`config.mk`:
```
export PLATFORM = sky130hd
export DESIGN_NAME = keypad_scanner
export DESIGN_NICKNAME = d
export VERILOG_FILES = /design/src/rtl/keypad_scanner.sv
export SDC_FILE = /design/constraint.sdc
export NUM_CORES = 1
export LEC_CHECK = 0
export CORE_MARGIN = 4
export CORE_UTILIZATION = 40
export DETAILED_ROUTE_END_ITERATION = 6
export PLACE_DENSITY = 0.69
export SLEW_MARGIN = 40
export SYNTH_ARGS = -nofsm -noshare
export SYNTH_HDL_FRONTEND = slang
export SYNTH_SLANG_ARGS = --single-unit
export TNS_END_PERCENT = 5
```
`constraint.sdc`:
```
create_clock -name clk -period 3.03 [get_ports clk]
set_input_delay 0.606 -clock clk [delete_from_list [all_inputs] [get_ports clk]]
set_output_delay 0.606 -clock clk [all_outputs]
set_load 0.01 [all_outputs]
```
`src/rtl/keypad_scanner.sv`:
```
// -----------------------------------------------------------------------------
// keypad_scanner
//
// Row-scanning front end for a 4x4 matrix keypad. The block drives one-hot
// rows and synchronizes the raw column inputs. When a key is seen it freezes
// the scan and reports key activity to an external debouncer. Each debounced
// press pulse it receives pushes a 4-bit key code into a small FIFO, which is
// read through a valid/ready handshake.
//
// Parameters
//   SCAN_DIV    clk cycles per row dwell; also the quiet time that ends a
//               HOLD (bounce) or RELEASE phase. Must be >= 2.
//   FIFO_DEPTH  key-code queue entries. Must be a power of 2 and >= 2.
//
// Ports
//   clk        in   system clock
//   rst        in   asynchronous active-low reset, released synchronously
//   col[3:0]   in   raw keypad columns, active-high, asynchronous
//   row[3:0]   out  one-hot row drive, active-high
//   key_raw    out  registered key-activity level (to debouncer btn)
//   tecla      in   single-cycle debounced press pulse (from debouncer)
//   key_code   out  FIFO head code = row_idx*4 + col_idx
//   key_valid  out  FIFO non-empty
//   key_ready  in   consumer accepts the head while key_valid is high
//   overflow   out  one-cycle pulse after a press dropped on a full FIFO
//
// Build option
//   KEYPAD_MULTIKEY_REJECT_EN  when defined, a press seen with more than one
//                              column active is not queued. The FSM still
//                              waits for release. When undefined, the
//                              lowest-index column wins.
// -----------------------------------------------------------------------------
module keypad_scanner #(
   parameter int unsigned SCAN_DIV   = 1000,
   parameter int unsigned FIFO_DEPTH = 4
) (
   input  logic       clk,
   input  logic       rst,
   input  logic [3:0] col,
   output logic [3:0] row,
   output logic       key_raw,
   input  logic       tecla,
   output logic [3:0] key_code,
   output logic       key_valid,
   input  logic       key_ready,
   output logic       overflow
);

   localparam int unsigned   CW       = (SCAN_DIV > 2) ? $clog2(SCAN_DIV) : 1;
   localparam logic [CW-1:0] CNT_MAX  = CW'(SCAN_DIV - 1);
   localparam logic [CW-1:0] CNT_ONE  = CW'(1);
   localparam int unsigned   AW       = $clog2(FIFO_DEPTH);
   localparam logic [AW:0]   PTR_ONE  = (AW+1)'(1);

   typedef enum logic [1:0] {
      ST_SCAN,
      ST_HOLD,
      ST_RELEASE
   } state_t;

   // ---------------------------------------------------------------------------
   // Column synchronizer
   // ---------------------------------------------------------------------------
   logic [3:0] r_col_meta;
   logic [3:0] r_col_s;

   always_ff @(posedge clk or negedge rst) begin
      if (!rst) begin
         r_col_meta <= '0;
         r_col_s    <= '0;
      end else begin
         r_col_meta <= col;
         r_col_s    <= r_col_meta;
      end
   end

   // ---------------------------------------------------------------------------
   // Scan FSM state
   // ---------------------------------------------------------------------------
   state_t          r_state;
   logic [3:0]      r_row;
   logic [CW-1:0]   r_cnt;
   logic            r_key_raw;

   logic            w_col_any;
   logic            w_cnt_done;
   logic [1:0]      w_col_idx;
   logic [1:0]      w_row_idx;
   logic [3:0]      w_code;
   logic            w_push;

   assign w_col_any  = |r_col_s;
   assign w_cnt_done = (r_cnt == CNT_MAX);

   // Lowest set column wins.
   always_comb begin
      w_col_idx = 2'd0;
      if (r_col_s[0])      w_col_idx = 2'd0;
      else if (r_col_s[1]) w_col_idx = 2'd1;
      else if (r_col_s[2]) w_col_idx = 2'd2;
      else if (r_col_s[3]) w_col_idx = 2'd3;
   end

   always_comb begin
      w_row_idx = 2'd0;
      case (r_row)
         4'b0001: w_row_idx = 2'd0;
         4'b0010: w_row_idx = 2'd1;
         4'b0100: w_row_idx = 2'd2;
         4'b1000: w_row_idx = 2'd3;
         default: w_row_idx = 2'd0;
      endcase
   end

   // row_idx*4 + col_idx is a plain concatenation and can never exceed 15.
   assign w_code = {w_row_idx, w_col_idx};

`ifdef KEYPAD_MULTIKEY_REJECT_EN
   logic w_col_multi;
   // Clearing the lowest set bit leaves a remainder only if two or more
   // columns are active.
   assign w_col_multi = ((r_col_s & (r_col_s - 4'd1)) != 4'd0);
   assign w_push      = (r_state == ST_HOLD) && tecla && !w_col_multi;
`else
   assign w_push      = (r_state == ST_HOLD) && tecla;
`endif

   // r_cnt serves as the row-dwell counter in SCAN and as the
   // quiet-column counter in HOLD/RELEASE. Every state change clears it.
   always_ff @(posedge clk or negedge rst) begin
      if (!rst) begin
         r_state   <= ST_SCAN;
         r_row     <= 4'b0001;
         r_cnt     <= '0;
         r_key_raw <= 1'b0;
      end else begin
         case (r_state)
            ST_SCAN: begin
               r_key_raw <= 1'b0;
               if (w_col_any) begin
                  r_state <= ST_HOLD;
                  r_cnt   <= '0;
               end else if (w_cnt_done) begin
                  r_cnt <= '0;
                  r_row <= {r_row[2:0], r_row[3]};
               end else begin
                  r_cnt <= r_cnt + CNT_ONE;
               end
            end

            ST_HOLD: begin
               r_key_raw <= w_col_any;
               if (tecla) begin
                  r_state <= ST_RELEASE;
                  r_cnt   <= '0;
               end else if (w_col_any) begin
                  r_cnt <= '0;
               end else if (w_cnt_done) begin
                  // Bounce only: resume scanning from the frozen row.
                  r_state <= ST_SCAN;
                  r_cnt   <= '0;
               end else begin
                  r_cnt <= r_cnt + CNT_ONE;
               end
            end

            ST_RELEASE: begin
               r_key_raw <= w_col_any;
               if (w_col_any) begin
                  r_cnt <= '0;
               end else if (w_cnt_done) begin
                  r_state <= ST_SCAN;
                  r_cnt   <= '0;
                  r_row   <= {r_row[2:0], r_row[3]};
               end else begin
                  r_cnt <= r_cnt + CNT_ONE;
               end
            end

            default: begin
               r_state   <= ST_SCAN;
               r_row     <= 4'b0001;
               r_cnt     <= '0;
               r_key_raw <= 1'b0;
            end
         endcase
      end
   end

   // ---------------------------------------------------------------------------
   // Key-code FIFO
   // ---------------------------------------------------------------------------
   logic [3:0]  r_mem [FIFO_DEPTH];
   logic [AW:0] r_wr_ptr;
   logic [AW:0] r_rd_ptr;
   logic        r_overflow;

   logic        w_empty;
   logic        w_full;
   logic        w_pop;
   logic        w_wr;

   // Pointers carry one extra wrap bit to distinguish full from empty.
   assign w_empty = (r_wr_ptr == r_rd_ptr);
   assign w_full  = (r_wr_ptr[AW-1:0] == r_rd_ptr[AW-1:0]) &&
                    (r_wr_ptr[AW] != r_rd_ptr[AW]);
   assign w_pop   = !w_empty && key_ready;
   // When full, a push is accepted only if a pop frees the head slot in the
   // same cycle. The head is read before the edge that overwrites it.
   assign w_wr    = w_push && (!w_full || w_pop);

   always_ff @(posedge clk or negedge rst) begin
      if (!rst) begin
         for (int unsigned i = 0; i < FIFO_DEPTH; i++) begin
            r_mem[i] <= '0;
         end
         r_wr_ptr   <= '0;
         r_rd_ptr   <= '0;
         r_overflow <= 1'b0;
      end else begin
         if (w_wr) begin
            r_mem[r_wr_ptr[AW-1:0]] <= w_code;
            r_wr_ptr                <= r_wr_ptr + PTR_ONE;
         end
         if (w_pop) begin
            r_rd_ptr <= r_rd_ptr + PTR_ONE;
         end
         r_overflow <= w_push && !w_wr;
      end
   end

   // ---------------------------------------------------------------------------
   // Outputs
   // ---------------------------------------------------------------------------
   assign row       = r_row;
   assign key_raw   = r_key_raw;
   assign key_code  = r_mem[r_rd_ptr[AW-1:0]];
   assign key_valid = !w_empty;
   assign overflow  = r_overflow;

endmodule

```
# --- Word level (Yosys, flattened, before mapping) ---
# Index checks and enable logic that the tools add are counted.
word_totals:
  regBits: 48
  latchBits: 0
  ram_bits: 0
  romBits: 0
  inputBits: 8
  output_inout_bits: 11
  wordCells: 73
  n_memories: 0
op_classes:
  add_sub_neg: 3
  n_mul: 0
  div_mod_pow: 0
  order_cmp: 3
  eq_ne: 12
  shifts: 0
  muxes: 24
  bitwise: 3
  n_reduce_logical: 15
op_table:
  columns: ["op", "count"]
  rows:
  - ["$mux W10", 3]
  - ["$mux W4", 5]
  - ["$pmux W10 S2", 1]
  - ["$bwmux W16", 1]
  - ["$mux W2", 8]
  - ["$pmux W2 S3", 2]
  - ["$add A10 B1 Y10 const B", 1]
  - ["$eq A10 B10 Y1 const B", 1]
  - ["$bmux W4 S2", 1]
  - ["$demux W4 S2", 1]
  - ["$pmux W4 S2", 1]
  - ["$add A3 B1 Y3 const B", 2]
  - ["$ge A3 B3 Y1 const B", 2]
  - ["$logic_and A1 B1 Y1", 6]
  - ["$not A2 Y3", 2]
  - ["$eq A4 B2 Y1 const B", 1]
  - ["$eq A4 B3 Y1 const B", 1]
  - ["$eq A4 B4 Y1 const B", 1]
  - ["$ne A2 B2 Y1 const B", 2]
  - ["$reduce_or A2 Y1", 2]
  - ["$reduce_or A4 Y1", 1]
  - ["$eq A3 B3 Y1", 1]
  - ["$logic_not A1 Y1", 3]
  - ["$lt A3 B1 Y1 const B", 1]
  - ["10 further kinds", 10]

# --- Logic depth before layout (Yosys ltp) ---
logic_depth:
  word_depth: 7
  mapped_depth: 7

# --- Worst setup path after synthesis ---
# Ideal clock, no wire load.
synth_path:
  path_kind: "register to register"
  start: "reg r_rd_ptr[0]"
  end: "reg r_mem[0] in the netlist's numbering"
  setup_ns: 0.125
  arrival_time_ns: 1.557
  t_required_ns: 2.905
  slack_ns: 1.348
  stages_incl_launch_ff: 6
  path_buffers: 1
  period_less_slack_ns: 1.682
  cell_sequence: "dfrtp_1 buf_4 xnor2_1 a41oi_2 nand2_1 mux2_2"
synth_via:
  elab_chain_cells: 5
  elab_cells_between_ends: 8
  classes_between: "eq/ne: 2; reduce/logical: 6"
synth_rtl:
  columns: ["item", "line_no", "text"]
  rows:
  - ["start: declaration", "195", "logic [AW:0] r_rd_ptr;"]
  - ["start signal: assignment", "226", "r_rd_ptr <= r_rd_ptr + PTR_ONE;"]
  - ["$eq A3 B3 Y1 or $eq A2 B2 Y1 (tied branches)", "204, 205", null]
  - ["$logic_not A1 Y1 or $logic_and A1 B1 Y1 (tied branches)", "207, 205", null]
  - ["$logic_and A1 B1 Y1 or $logic_not A1 Y1 (tied branches)", "207, 210", null]
  - ["$logic_or A1 B1 Y1 *", "210", "assign w_wr = w_push && (!w_full || w_pop);"]
  - ["$logic_and A1 B1 Y1 *", "210", null]
  - ["end signal: indexed assignment", "222", "r_mem[r_wr_ptr[AW-1:0]] <= w_code;"]
  - ["end: declaration", "193", "logic [3:0] r_mem [FIFO_DEPTH];"]
# Mark *: on every way between the ends. The rest lies on a longest branch, timed or not.
# A chain may end at the register's enable or synchronous reset.

# --- Worst setup path after layout ---
layout_path:
  start: "reg r_rd_ptr[0]"
  end: "out key_code[1]"
layout_via:
  elab_chain_cells: 4
layout_rtl:
  columns: ["item", "line_no", "text"]
  rows:
  - ["$not A2 Y3 (not written as such)", "237", "assign key_code = r_mem[r_rd_ptr[AW-1:0]];"]
  - ["$bmux W4 S2", "237", null]
  - ["$mux W4 (not written as such) (2 in a row)", "237", null]
  - ["end: declaration", "43", "output logic [3:0] key_code,"]
# No other way between the ends. The select of a mux whose other input is x is not followed.

==> reports/results.txt <==
In this run the remaining antenna-violating nets after routing total 0. Data on the critical path arrives at its endpoint at 1.97 ns. The count of endpoints failing setup in the final report is 0, and the number of sinks driven by the clock tree is 48. STA classifies the critical path endpoint as an output pin.

The final wirelength is 3.81 mm. The first global-routing pass estimated 6.59 mm of wire. The synthesis-to-layout area growth is 16.7%. Sequential elements use 54.7% of the synthesized area. For the sum of overflow across all layers after global routing, the log shows 0.

The number of synthesized register bits was 48. The multi-input combinational cells in the finished layout cover a total of 945 um^2. The signal on the critical path passes through mux4_2, clkdlybuf4s50_1.

For the number of cells in the finished layout apart from fillers, the log shows 269. Power comes to 2.03 mW. The pin slew with the least headroom to its limit was 0.593 ns; the antenna diode instance count was 0.

The first routing iteration left 51 violations. The clock arrives with 0.00794 ns of skew. In the final timing run, aggregate negative setup slack is 0 ns. Cells with a size suffix above 1 make up 17.6% of the layout. The global routing stage identified its most utilized layer as met2.

The number of cells on the worst reg-to-reg path came out at 4. The synthesized area per cell works out to 12.6 um^2. The run finished with clean final reports.

The floorplan step set the die width to 82.1 um. Power spread over the standard cell area amounts to 793 nW/um^2. The congestion estimate from routability-driven global placement came to 0.771. At the later pin of the worst-skew pair, clock insertion delay measures 0.31 ns. The class of the tightest hold or removal check was input pin to async pin. The via count of the first global-routing pass is 1354, and the post-route clock period utilization is 85.0%. Buffers placed on the I/O ports in this run total 18.

The clock slew seen by the registers of the worst setup and hold paths is 0.10 ns, and the mapped cell area is 2200 um^2. The routed via count came out at 1349. The root buffer cell chosen for the clock tree is clkbuf_8. The die is 82.1 um tall. Setup repair after global routing left no endpoint under its margin. Buffers inserted to repair hold after CTS numbered 0. The wire-length estimate of the detail-placed layout is 2.61 mm. Max-cap violations in this run came to 0. Leaving out fill and tap cells, the most frequent cells in the layout are dfrtp_1 (47), nor2_1 (18), mux2_2 (18). The shortest period the worst path allows was 2.58 ns; the core footprint was 5200 um^2.

The clock tree synthesis step divided the H-tree into 2 levels. The post-cts sizing count is 0. The first detailed-routing pass took 4 iterations. The library cell used most frequently in the layout, excluding fill and tap cells, is dfrtp_1. The final max-slew violation count was 0. Dividing the detail-routed wire length by the instance count gives 14.2 um. The logs give 13.1% for the overall global routing resource usage and 307 uV for the maximum ir drop on the vdd rail.

For this run, design rule violations remaining after detail routing come to 0. For the number of antenna violations at the first check in global routing, the log shows 0. Count of standard-cell rows: 26. The global-route met1 utilization is 17.7%, and the worst relative slew slack is 60.4%. The number of placed instances with taps included was 261; the maximum count of clock buffers along a single path was 2.

The maximum number of pins on one net before global-route repair was 49. Timing would allow up to 0.388 GHz. Along the worst path, the maximum fanout reaches 7. 19 I/O pins were placed. Area of the die: 6740 um^2. After technology mapping, the gate count stands at 175.

STA classifies the critical path startpoint as a flop. For this run, the post-layout net count is 216. In the global route stage, met3 resource usage came out at 3.90%. The Yosys warning count came out at 0.

For the number of nets produced by synthesis, the log shows 193. The tools report the footprint of the flip-flops and latches as 1200 um^2. Buffers inserted during clock tree synthesis total 5. The maximum single-stage delay on the critical path works out to 0.61 ns. The logs give 1.09 ns for the setup slack of the worst register-to-register path and 476 for the fill cell instance count of the final layout. The logs give 0 for the number of endpoints with negative hold slack in the final report and 20.1% for the met2 global-route usage. TritonCTS built the clock tree. On the critical path, the stage with the largest delay is an instance of dfrtp_1. The critical path is of the flop to output pin type. The starting utilization of the core area is 42.2%.

Critical path data required time: 2.42 ns. For this design the static power due to leakage is 1.14 nW. After clock tree synthesis, the setup repair step added 0 buffers.

The number of vias per cell was 5.01. The run gives 32 as the number of distinct library cell variants in the gate-level netlist after synthesis.
-- worst max-delay path, delay by kind of cell (launching register included) --
family                 cells  cell delay (ns)
buffers and inverters      1             0.49
DFF                        1             0.61
muxes                      1             0.56
-- flip-flops by register name, indices dropped and copies added, names as in the netlist --
signal      cells
r_wr_ptr        3
r_col_meta      4
r_rd_ptr        3
key_raw         1
r_cnt          10
r_state         2
row             4
r_col_s         4
r_mem          16
overflow        1
-- cells in the mapped netlist --
| cell | number | area share (%) |
|---|---|---|
| nor3_1 | 4 | 0.91 |
| nand3_1 | 5 | 1.1 |
| mux2_2 | 18 | 9.2 |
| a41oi_2 | 1 | 0.74 |
| nand2b_1 | 2 | 0.57 |
| nor2b_1 | 1 | 0.28 |
| dfstp_2 | 1 | 1.2 |
| nand4_1 | 4 | 1.1 |
| nand2_1 | 11 | 1.9 |
| mux2i_1 | 3 | 1.4 |
| xor2_1 | 7 | 2.8 |
| ha_1 | 10 | 5.7 |
| nor2_1 | 18 | 3.1 |
| mux4_2 | 4 | 4.1 |
| buf_4 | 1 | 0.34 |
| dfrtp_1 | 47 | 54 |
| o21ai_0 | 1 | 0.23 |
| a32o_1 | 1 | 0.46 |
| nor4_4 | 1 | 0.97 |
| or3_1 | 1 | 0.28 |
| o211ai_1 | 1 | 0.34 |
| xnor2_1 | 10 | 4.0 |
| nand3b_1 | 1 | 0.34 |
| nor4_1 | 1 | 0.28 |
| and4_1 | 1 | 0.40 |
| inv_1 | 10 | 1.7 |
| buf_2 | 1 | 0.23 |
| nor4bb_1 | 1 | 0.46 |
| a21oi_1 | 4 | 0.91 |
| and4bb_2 | 1 | 0.57 |
| a31oi_1 | 1 | 0.28 |
| and3_1 | 2 | 0.57 |
-- cell families (layout without fill, tap and decap cells) --
family                   Yosys count  count (layout)  synth area share, %
AND/OR/NAND/NOR                   54              54                 12.9
flip-flops                        48              48                 54.7
multiplexers                      25              25                 14.7
XOR/XNOR                          17              17                 6.78
buffers and inverters             12              36                 2.28
adder cells (fa/ha/maj)           10              10                 5.69
AO/OA/AOI/OAI                      9               9                 2.96
-- routing by layer --
| layer | vias to the layer above | routed length (um) |
|---|---|---|
| met5 | - | 0 |
| met4 | 0 | 62 |
| met3 | 6 | 143 |
| met2 | 17 | 1760 |
| met1 | 678 | 1850 |
| li1 | 648 | - |
-- path summary, 6_finish.rpt --
path	start	to
max in group asynchronous	rst	row[2]$_DFFE_PN0P_
min in group clk	r_col_meta[3]$_DFF_PN0_	r_col_s[3]$_DFF_PN0_
min reg2reg	r_col_meta[3]$_DFF_PN0_	r_col_s[3]$_DFF_PN0_
min	rst	r_mem[4]$_DFFE_PN0P_
max	r_rd_ptr[0]$_DFFE_PN0P_	key_code[1]
max reg2reg	r_rd_ptr[0]$_DFFE_PN0P_	r_mem[0]$_DFFE_PN0P_
-- final cells by class --
type | count | share of cell area (%)
clock buffers | 5 | 2.68
clock inverters | 3 | 1.80
well taps | 70 | 3.41
repair buffers | 18 | 6.93
flip-flops and latches | 48 | 46.9
multi-input cells | 115 | 36.8
inverters | 10 | 1.46
-- power by group --
group	leakage [nW]	internal (mW)	switching [mW]
combinational	0.463	0.347	0.309
clock	0.0548	0.249	0.225
sequential	0.623	0.767	0.137
total	1.14	1.36	0.671
-- stage by stage --
step                      util (%)  instance area, um^2  hold WS [ns]  setup WS, ns
after detailed placement      47.1                 2450         0.337         0.765
after CTS                     49.3                 2560         0.312         0.431
final                         49.3                 2560         0.298         0.453
after global placement        47.0                 2450         0.332         0.789
after floorplan                  -                 2200         0.310          1.35
after global routing          49.3                 2560         0.343         0.331
(Power assumes the default switching activity.)
